==> src/rtl/ama_appr4_add32_lsb8.sv <==
// Registered 32-bit approximate ripple-carry adder.
// Bits 0..7 use the Approximate Mirror Adder type 4 (AMA4) cell.
// Bits 8..31 use exact full adders.
// Sum and carry-out are captured in output registers with a synchronous active-high reset.
module ama_appr4_add32_lsb8 (
  input  logic        clk,
  input  logic        rst,
  input  logic [31:0] A,
  input  logic [31:0] B,
  input  logic        Cin,
  output logic [31:0] S,
  output logic        Cout
);

  // AMA4 cell, returned as {cout, s}.
  // The carry-out is simply the A input, so the carry chain through the
  // low byte is broken and the carry into bit 8 is exactly A[7].
  function automatic logic [1:0] ama4_cell(input logic a, input logic b, input logic c);
    logic s_v;
    s_v = (~a & b) | (a & b & c);
    return {a, s_v};
  endfunction

  // Exact full-adder cell, returned as {cout, s}.
  function automatic logic [1:0] fa_cell(input logic a, input logic b, input logic c);
    logic s_v;
    logic co_v;
    s_v  = a ^ b ^ c;
    co_v = (a & b) | (c & (a ^ b));
    return {co_v, s_v};
  endfunction

  logic [31:0] w_sum;
  logic        w_carry;
  logic [1:0]  w_cell;
  logic [31:0] r_sum;
  logic        r_cout;

  // Per-cell ripple chain: AMA4 cells on the low byte, exact full adders above.
  always_comb begin
    w_sum   = 32'h0000_0000;
    w_carry = Cin;
    w_cell  = 2'b00;
    for (int i = 0; i < 8; i++) begin
      w_cell   = ama4_cell(A[i], B[i], w_carry);
      w_sum[i] = w_cell[0];
      w_carry  = w_cell[1];
    end
    for (int i = 8; i < 32; i++) begin
      w_cell   = fa_cell(A[i], B[i], w_carry);
      w_sum[i] = w_cell[0];
      w_carry  = w_cell[1];
    end
  end

  // Output registers; reset has priority and clears any in-flight result.
  always_ff @(posedge clk) begin
    if (rst) begin
      r_sum  <= 32'h0000_0000;
      r_cout <= 1'b0;
    end else begin
      r_sum  <= w_sum;
      r_cout <= w_carry;
    end
  end

  assign S    = r_sum;
  assign Cout = r_cout;

endmodule

==> config.mk <==
export PLATFORM = sky130hd
export DESIGN_NAME = ama_appr4_add32_lsb8
export DESIGN_NICKNAME = d
export VERILOG_FILES = /design/src/rtl/ama_appr4_add32_lsb8.sv
export SDC_FILE = /design/constraint.sdc
export NUM_CORES = 1
export LEC_CHECK = 0
export ABC_AREA = 1
export ABC_CLOCK_PERIOD_IN_PS = 18950
export CAP_MARGIN = 0
export CORE_UTILIZATION = 40
export CTS_BUF_LIST = sky130_fd_sc_hd__clkbuf_2
export CTS_CLUSTER_DIAMETER = 40
export DETAILED_ROUTE_END_ITERATION = 7
export PLACE_DENSITY = 0.88
export SYNTH_ARGS = -nofsm -noshare
export SYNTH_HDL_FRONTEND = slang
export SYNTH_SLANG_ARGS = --single-unit
==> constraint.sdc <==
create_clock -name clk -period 18.95 [get_ports clk]
set_input_delay 4.7375 -clock clk [delete_from_list [all_inputs] [get_ports clk]]
set_output_delay 4.7375 -clock clk [all_outputs]
set_load 0.02 [all_outputs]
; Yosys cells after proc, flatten, opt, wreduce, memory -nomap -nowiden
; Index checks and enable logic that the tools add are counted.
[totals]
register_bits = 33
inputBits = 67
output_inout_bits = 33
[op_classes]
bitwise_logic = 160
[ops]
columns = operator, count
row1 = bitwise AND 1 bit, 72
row2 = bitwise XOR 1 bit, 48
row3 = OR 1 bit, 32
row4 = NOT 1 bit, 8

; Longest topological paths before layout
[logic_depth]
depth_word = 49
depth_mapped = 28

; Worst setup path after synthesis
; OpenSTA, ideal clock, no wires.
[synth_timing]
path_type = input to register
startpoint = input port A[7]
endpoint = register r_sum[31] (netlist: S[31])
arrival_time_ps = 13878
required_time_ps = 18886
slack_ps = 5008
path_stages = 28
path_buffers = 0
path_cell_list = fa_1 > fa_1 > fa_1 > fa_1 > fa_1 > fa_1 > fa_1 > fa_1 > fa_1 > inv_1 > fa_1 > inv_1 > fa_1 > fa_1 > fa_1 > fa_1 > fa_1 > fa_1 > fa_1 > fa_1 > fa_1 > fa_1 > fa_1 > fa_1 > fa_1 > inv_1 > fa_1 > nor2_1
[synth_via]
elab_chain_len = 47
[synth_rtl]
columns = item, line_no
row1 = "start, declared", 8  ; input logic [31:0] A,
row2 = bitwise AND 1 bit, 29  ; co_v = (a & b) | (c & (a ^ b));
row3 = OR 1 bit, 29
row4 = bitwise AND 1 bit, 29
row5 = OR 1 bit, 29
row6 = bitwise AND 1 bit, 29
row7 = OR 1 bit, 29
row8 = bitwise AND 1 bit, 29
row9 = OR 1 bit, 29
row10 = [... 31 more ...], n/a
row11 = OR 1 bit, 29
row12 = bitwise AND 1 bit, 29
row13 = OR 1 bit, 29
row14 = bitwise AND 1 bit, 29
row15 = OR 1 bit, 29
row16 = bitwise AND 1 bit, 29
row17 = OR 1 bit, 29
row18 = bitwise XOR 1 bit, 28  ; s_v = a ^ b ^ c;
row19 = "end signal, assigned", 62  ; r_sum <= w_sum;
row20 = "end, declared", 36  ; logic [31:0] r_sum;
; Every way passes these cells.
; A chain may end at the register's enable or synchronous reset.

; Final worst setup path
; Ends and elaborated chain as after synthesis.

==> flow_summary.toml <==
[status]
status = "complete, no violations"

[place]
place_hpwl_um = 2820
gp_congestion = 0.696
io_buffers = 99

[power_and_ir_drop]
p_total_mw = 0.173
sequentialPowerShare = 0.455
clockPowerShare = 0.184
intPower_mw = 0.120
power_frac_comb = 0.360
power.leakage_nw = 1.16
sw_frac_of_total = 0.306
vdd_drop_max_v = 0.0000355
p_per_area_nw_per_um2 = 67.3
switching_power_mw = 0.0531

[floorplanning]
rows = 22
die_h_um = 63.7
start_util = 0.416
die_area_sq_um = 4050
ios = 100
die_w_um = 63.7
core_sq_um = 3660

[clocking]
clk_pin_slew_ns = 0.17
cts_buffers = 5
cts_setup_buffers = 0
clockBufferDepth = 2
numClockSinks = 33
root_buffer = "clkbuf_2"
htree_levels = 2
holdBufCountCts = 0
cts_resized = 0
cts_tree = "yes"

[yosys]
synth-seq-area-share = 0.434
ys_types = 8
synth-seq-cells = 33
syn-cell-area_sq_um = 1520
syn_area_per_cell_sq_um = 10.4
syn_nets = 238
yosys_warnings = 0
netlist_instances = 147

[drt]
drtIter0Drc = 29
viasPerCell = 4.18
final_antenna_net_count = 0
drc_errors = 0
wire_per_inst_um = 11.0
dr_total_vias = 1251
wl_um = 3300
firstDrtPassIters = 3

[sta]
finalSetupViolations = 0
period_share = 0.762
finalHoldViolations = 0
period_needed_ns = 14.44
final.setup.tns_ns = 0
relSlewSlack = 0.265
rsz0062_at_grt = "false"
maxSlewViolCount = 0
fmax_mhz = 69.3
tightest_slew_ns = 1.10

[global_routing]
gr-total-overflow = 0
antenna_found_initial = 0
grt_usage = 0.185
grt_first_pass_wirelength_um = 5400
grt_pass1_vias = 1252
grt_max_degree = 27

[worst_setup_path]
cp-end-kind = "flip-flop"
crit_slowest_cell = "fa_1"
cp.arrival_ns = 14.74
worstSetupStartpointType = "input pin"
critPathMostFrequentCell = "fa_1"
crit_type = "in -> reg"
max_stage_delay_ns = 0.47
crit_path_max_fanout = 2
required_ns = 19.25

[finish]
final_util = 0.704
area_delta_synth_final_pct = 69.5
antenna-diode-count = 0
drive_above_1_share = 0.0637
final_nets = 341
fillerInstances = 289

[hold_path]
hold_start = "B[4]"
hold_path_end = "S[4]$_SDFF_PP0_"
min_path_type = "in -> reg"
min_path_cells = 3

[run]
drv_cap = 0
## kinds of logic (layout without fill, tap and decap cells)
family / Yosys count / after routing / synth area share
and+or+nand+nor: 49 / 49 / 0.132
adders and majority gates: 24 / 24 / 0.316
buffers and inverters: 41 / 145 / 0.118
DFF: 33 / 33 / 0.434
## synthesized netlist by cell type (all sizes together)
cell type	n	area, sq um
buf	3	33.8
dfxtp	33	661
fa	24	480
inv	38	145
nand2	8	30.0
nor2	41	171
## critical path, delay by kind of cell
kind | cells | cell delay [ns]
buffers and inverters | 4 | 0.65
adder cells (fa/ha/maj) | 24 | 9.26
AND/OR/NAND/NOR | 1 | 0.10
## per-layer routing
layer / vias up / GRT usage / routed length, um
met5: - / 0 / 0
met4: 0 / 0.0682 / 31
met3: 4 / 0.0888 / 395
met2: 74 / 0.332 / 1700
met1: 565 / 0.181 / 1170
li1: 608 / - / -
## final cells by class
type,instances,area [sq um],share of cell area
Sequential cell,33,661,0.256
Timing Repair Buffer,99,991,0.384
Inverter,38,145,0.0563
Clock buffer,6,30.0,0.0116
Multi-Input combinational cell,73,682,0.264
Tap cell,48,60.1,0.0233
Clock inverter,2,10.0,0.00388
## how the worst max path moves through the flow
stage / startpoint / slack (ns) / endpoint / depth (start not counted)
after floorplan: A[7] / 5.01 / S[31]$_SDFF_PP0_ / 28
after global placement: A[7] / 4.36 / S[31]$_SDFF_PP0_ / 29
after detailed placement: A[7] / 4.11 / S[31]$_SDFF_PP0_ / 29
after CTS: A[7] / 4.54 / S[31]$_SDFF_PP0_ / 29
after global routing: A[7] / 4.21 / S[31]$_SDFF_PP0_ / 29
final: A[7] / 4.51 / S[31]$_SDFF_PP0_ / 29
## layout by cell type, fill, tap and decap left out, drive strengths merged
cell	instances
clkdlybuf4s50	99
clkinv	2
nor2	41
nand2	8
inv	38
clkbuf	6
dfxtp	33
fa	24
## power groups by stage
stage,sequential (mW),combinational (mW),clock [mW]
6_report,0.0790,0.0625,0.0320
3_3_place_gp,0.0804,0.0610,0
4_1_cts,0.0791,0.0633,0.0338
2_1_floorplan,0.0907,0.0178,0
3_5_place_dp,0.0807,0.0631,0
5_1_grt,0.0798,0.0690,0.0370
## metrics by stage
step                cell area [sq um]  hold WS (ns)  worst slack [ns]  cells
detailed placement               2540          5.29              4.11    291
global route                     2580          4.84              4.21    299
global placement                 2540          5.28              4.36    291
CTS                              2580          4.85              4.54    299
finish                           2580          4.88              4.51    299
floorplan                        1520          4.86              5.01    147
## flip-flops by register name, summed over array words and instances, names as in the netlist
name and flops:
S 32, Cout 1
No activity file was read; power rests on OpenSTA's default activity.
==> RTL change (same settings) <==
Make the reset (`rst`) asynchronous in one clocked block. Comments in the files are not updated.
--- a/src/rtl/ama_appr4_add32_lsb8.sv
+++ b/src/rtl/ama_appr4_add32_lsb8.sv
@@ -54,7 +54,7 @@
   end
 
   // Output registers; reset has priority and clears any in-flight result.
-  always_ff @(posedge clk) begin
+  always_ff @(posedge clk or posedge rst) begin
     if (rst) begin
       r_sum  <= 32'h0000_0000;
       r_cout <= 1'b0;
Behaviour: differs if rst is asserted again (counterexample within 4 cycles, from zero or initial values and one cycle with rst high); with rst held inactive, the same outputs for 10 cycles.
==> RTL change against the unedited design <==
Worst setup slack improved by 0.085 ns; wire length rose by 3.1%; cell area about the same; synthesized area down 2.9%; total power is 7.8% higher; count of clock-buffer cells in the layout down 1; sequential cell count did not move; critical endpoint is now S[31]; largest cell class unchanged; highest routed layer unchanged.
==> RTL change: results (changes against the unedited design) <==
Run status
  – Status: completed (unchanged)

Worst setup path
  – CP max-delay cell: clkdlybuf4s50_1 (was fa_1)
  – Crit path max fanout: 3 (was 2)
  – Crit-path leading delay family: adder cells (unchanged)
  – Worst EP arrival: 14.65 ns (was 14.74 ns)
  – CP max stage delay: 0.47 ns (about the same)
  – Crit path to: S[31] (unchanged)

Min path
  – Worst Hold Class: input port to async pin (was input port to register)

Logic synthesis
  – Post-synth top cells: dfrtp_1 (33), fa_1 (24), inv_1 (19) (was inv_1 (37), nor2_1 (34), dfxtp_1 (33))
  – Yosys warns: 0 (unchanged)
  – Avg Cell Area, Syn: 14.8 µm² (was 10.4 µm²)
  – Asr flop ratio synth: 100% (was 0%)
  – Largest cells by area after synthesis: dfrtp_1 (56%), fa_1 (33%), inv_1 (4.8%) (was dfxtp_1 (43%), fa_1 (32%), inv_1 (9.1%))
  – Synth Net Count: 191 (was 238)
  – Register area share after synthesis: 55.9% (was 43.4%)
  – Yosys cell types: 5 (was 8)

Route
  – WL met3: 325 µm (was 395 µm)
  – Metal2 WL: 1860 µm (was 1700 µm)
  – DRT iter0 DRCs: 12 (was 29)
  – Avg WL per Cell: 13.4 µm (was 11.0 µm)
  – M1 WL: 1210 µm (was 1170 µm)
  – Uppermost routed layer: met4 (unchanged)
  – DR vias: 1114 (was 1251)
  – First drt pass iteration count: 4 (was 3)

STA
  – Slew HR: 74.2% (was 26.5%)
  – Final Setup Violations: 0 (unchanged)

Finish
  – Data buffer area share: 38.8% (was 38.4%)
  – N_diodes: 0 (unchanged)
  – Repair and plain buffers: 100 (was 99)
  – ClkCell Share: 1.65% (was 1.55%)
  – Nets: 298 (was 341)
  – Final core occ: 74.8% (was 70.4%)
  – Layout cell share with drive strength beyond 1: 4.33% (was 6.37%)
  – Comb_multi_in: 48 (was 73)
  – Fraction of area in multi-input gates: 22.5% (was 26.4%)
  – Register Area: 826 µm² (was 661 µm²)
  – Fillers: 242 (was 289)
  – Inverters: 19 (was 38)
  – Number of flip-flops in the largest register: 32 (unchanged)

Global routing
  – Met1 Resource Use GR: 22.3% (was 18.1%)
  – GRT Util Overall: 20.1% (was 18.5%)
  – Vias in the first global route: 1260 (was 1252)
  – First-pass GRT wire length: 5880 µm (was 5400 µm)
  – Largest net degree at the start of global routing: 34 (was 27)
  – Met2 Usage GRT: 36.1% (was 33.2%)
  – GRT met3 Usage: 7.48% (was 8.88%)

Place
  – Final GP Congestion: 0.761 (was 0.696)
  – DP HPWL: 2940 µm (was 2820 µm)
  – # port buffers: 99 (unchanged)
  – Placed inst area: 0.00253 mm² (was 0.00254 mm²)

Pwr
  – P_int: 0.129 mW (was 0.120 mW)
  – Pleak: 1.15 nW (was 1.16 nW)
  – Worst IR Drop VDD: 0.0351 mV (was 0.0355 mV)
  – Clock share of power: 16.8% (was 18.4%)

CTS
  – H-tree depth: 2 (unchanged)
  – CTS clk-pin slew, worst paths: 0.18 ns
  – Clk Tree Root Cell: clkbuf_2 (unchanged)
==> RTL change: cells by family (layout without fill, tap and decap cells) <==
kind of cell / after synthesis / in the layout / synth area share [%]
and+or+nand+nor: 24 / 24 / 6.77
DFF: 33 / 33 / 55.9
adders and majority gates: 24 / 24 / 32.5
buffers and inverters: 19 / 127 / 4.83
==> RTL change: worst min path at each step <==
stage / endpoint / slack, ns
6_report: S[20] / 4.73
5_1_grt: S[20] / 4.74
4_1_cts: S[20] / 4.73
3_5_place_dp: S[18] / 5.17
3_3_place_gp: S[18] / 5.14
2_1_floorplan: S[0] / 4.85
==> RTL change: stage by stage <==
step,instances,power [mW],worst slack [ns]
floorplan,100,0.113,5.05
global placement,246,0.155,4.34
detailed placement,246,0.158,4.16
CTS,254,0.190,4.55
global route,254,0.199,4.29
finish,254,0.187,4.60
==> RTL change: worst min-delay path: stages <==
cell and delay, ns:
clkdlybuf4s50_1 0.40, inv_1 0.05, buf_4 0.35
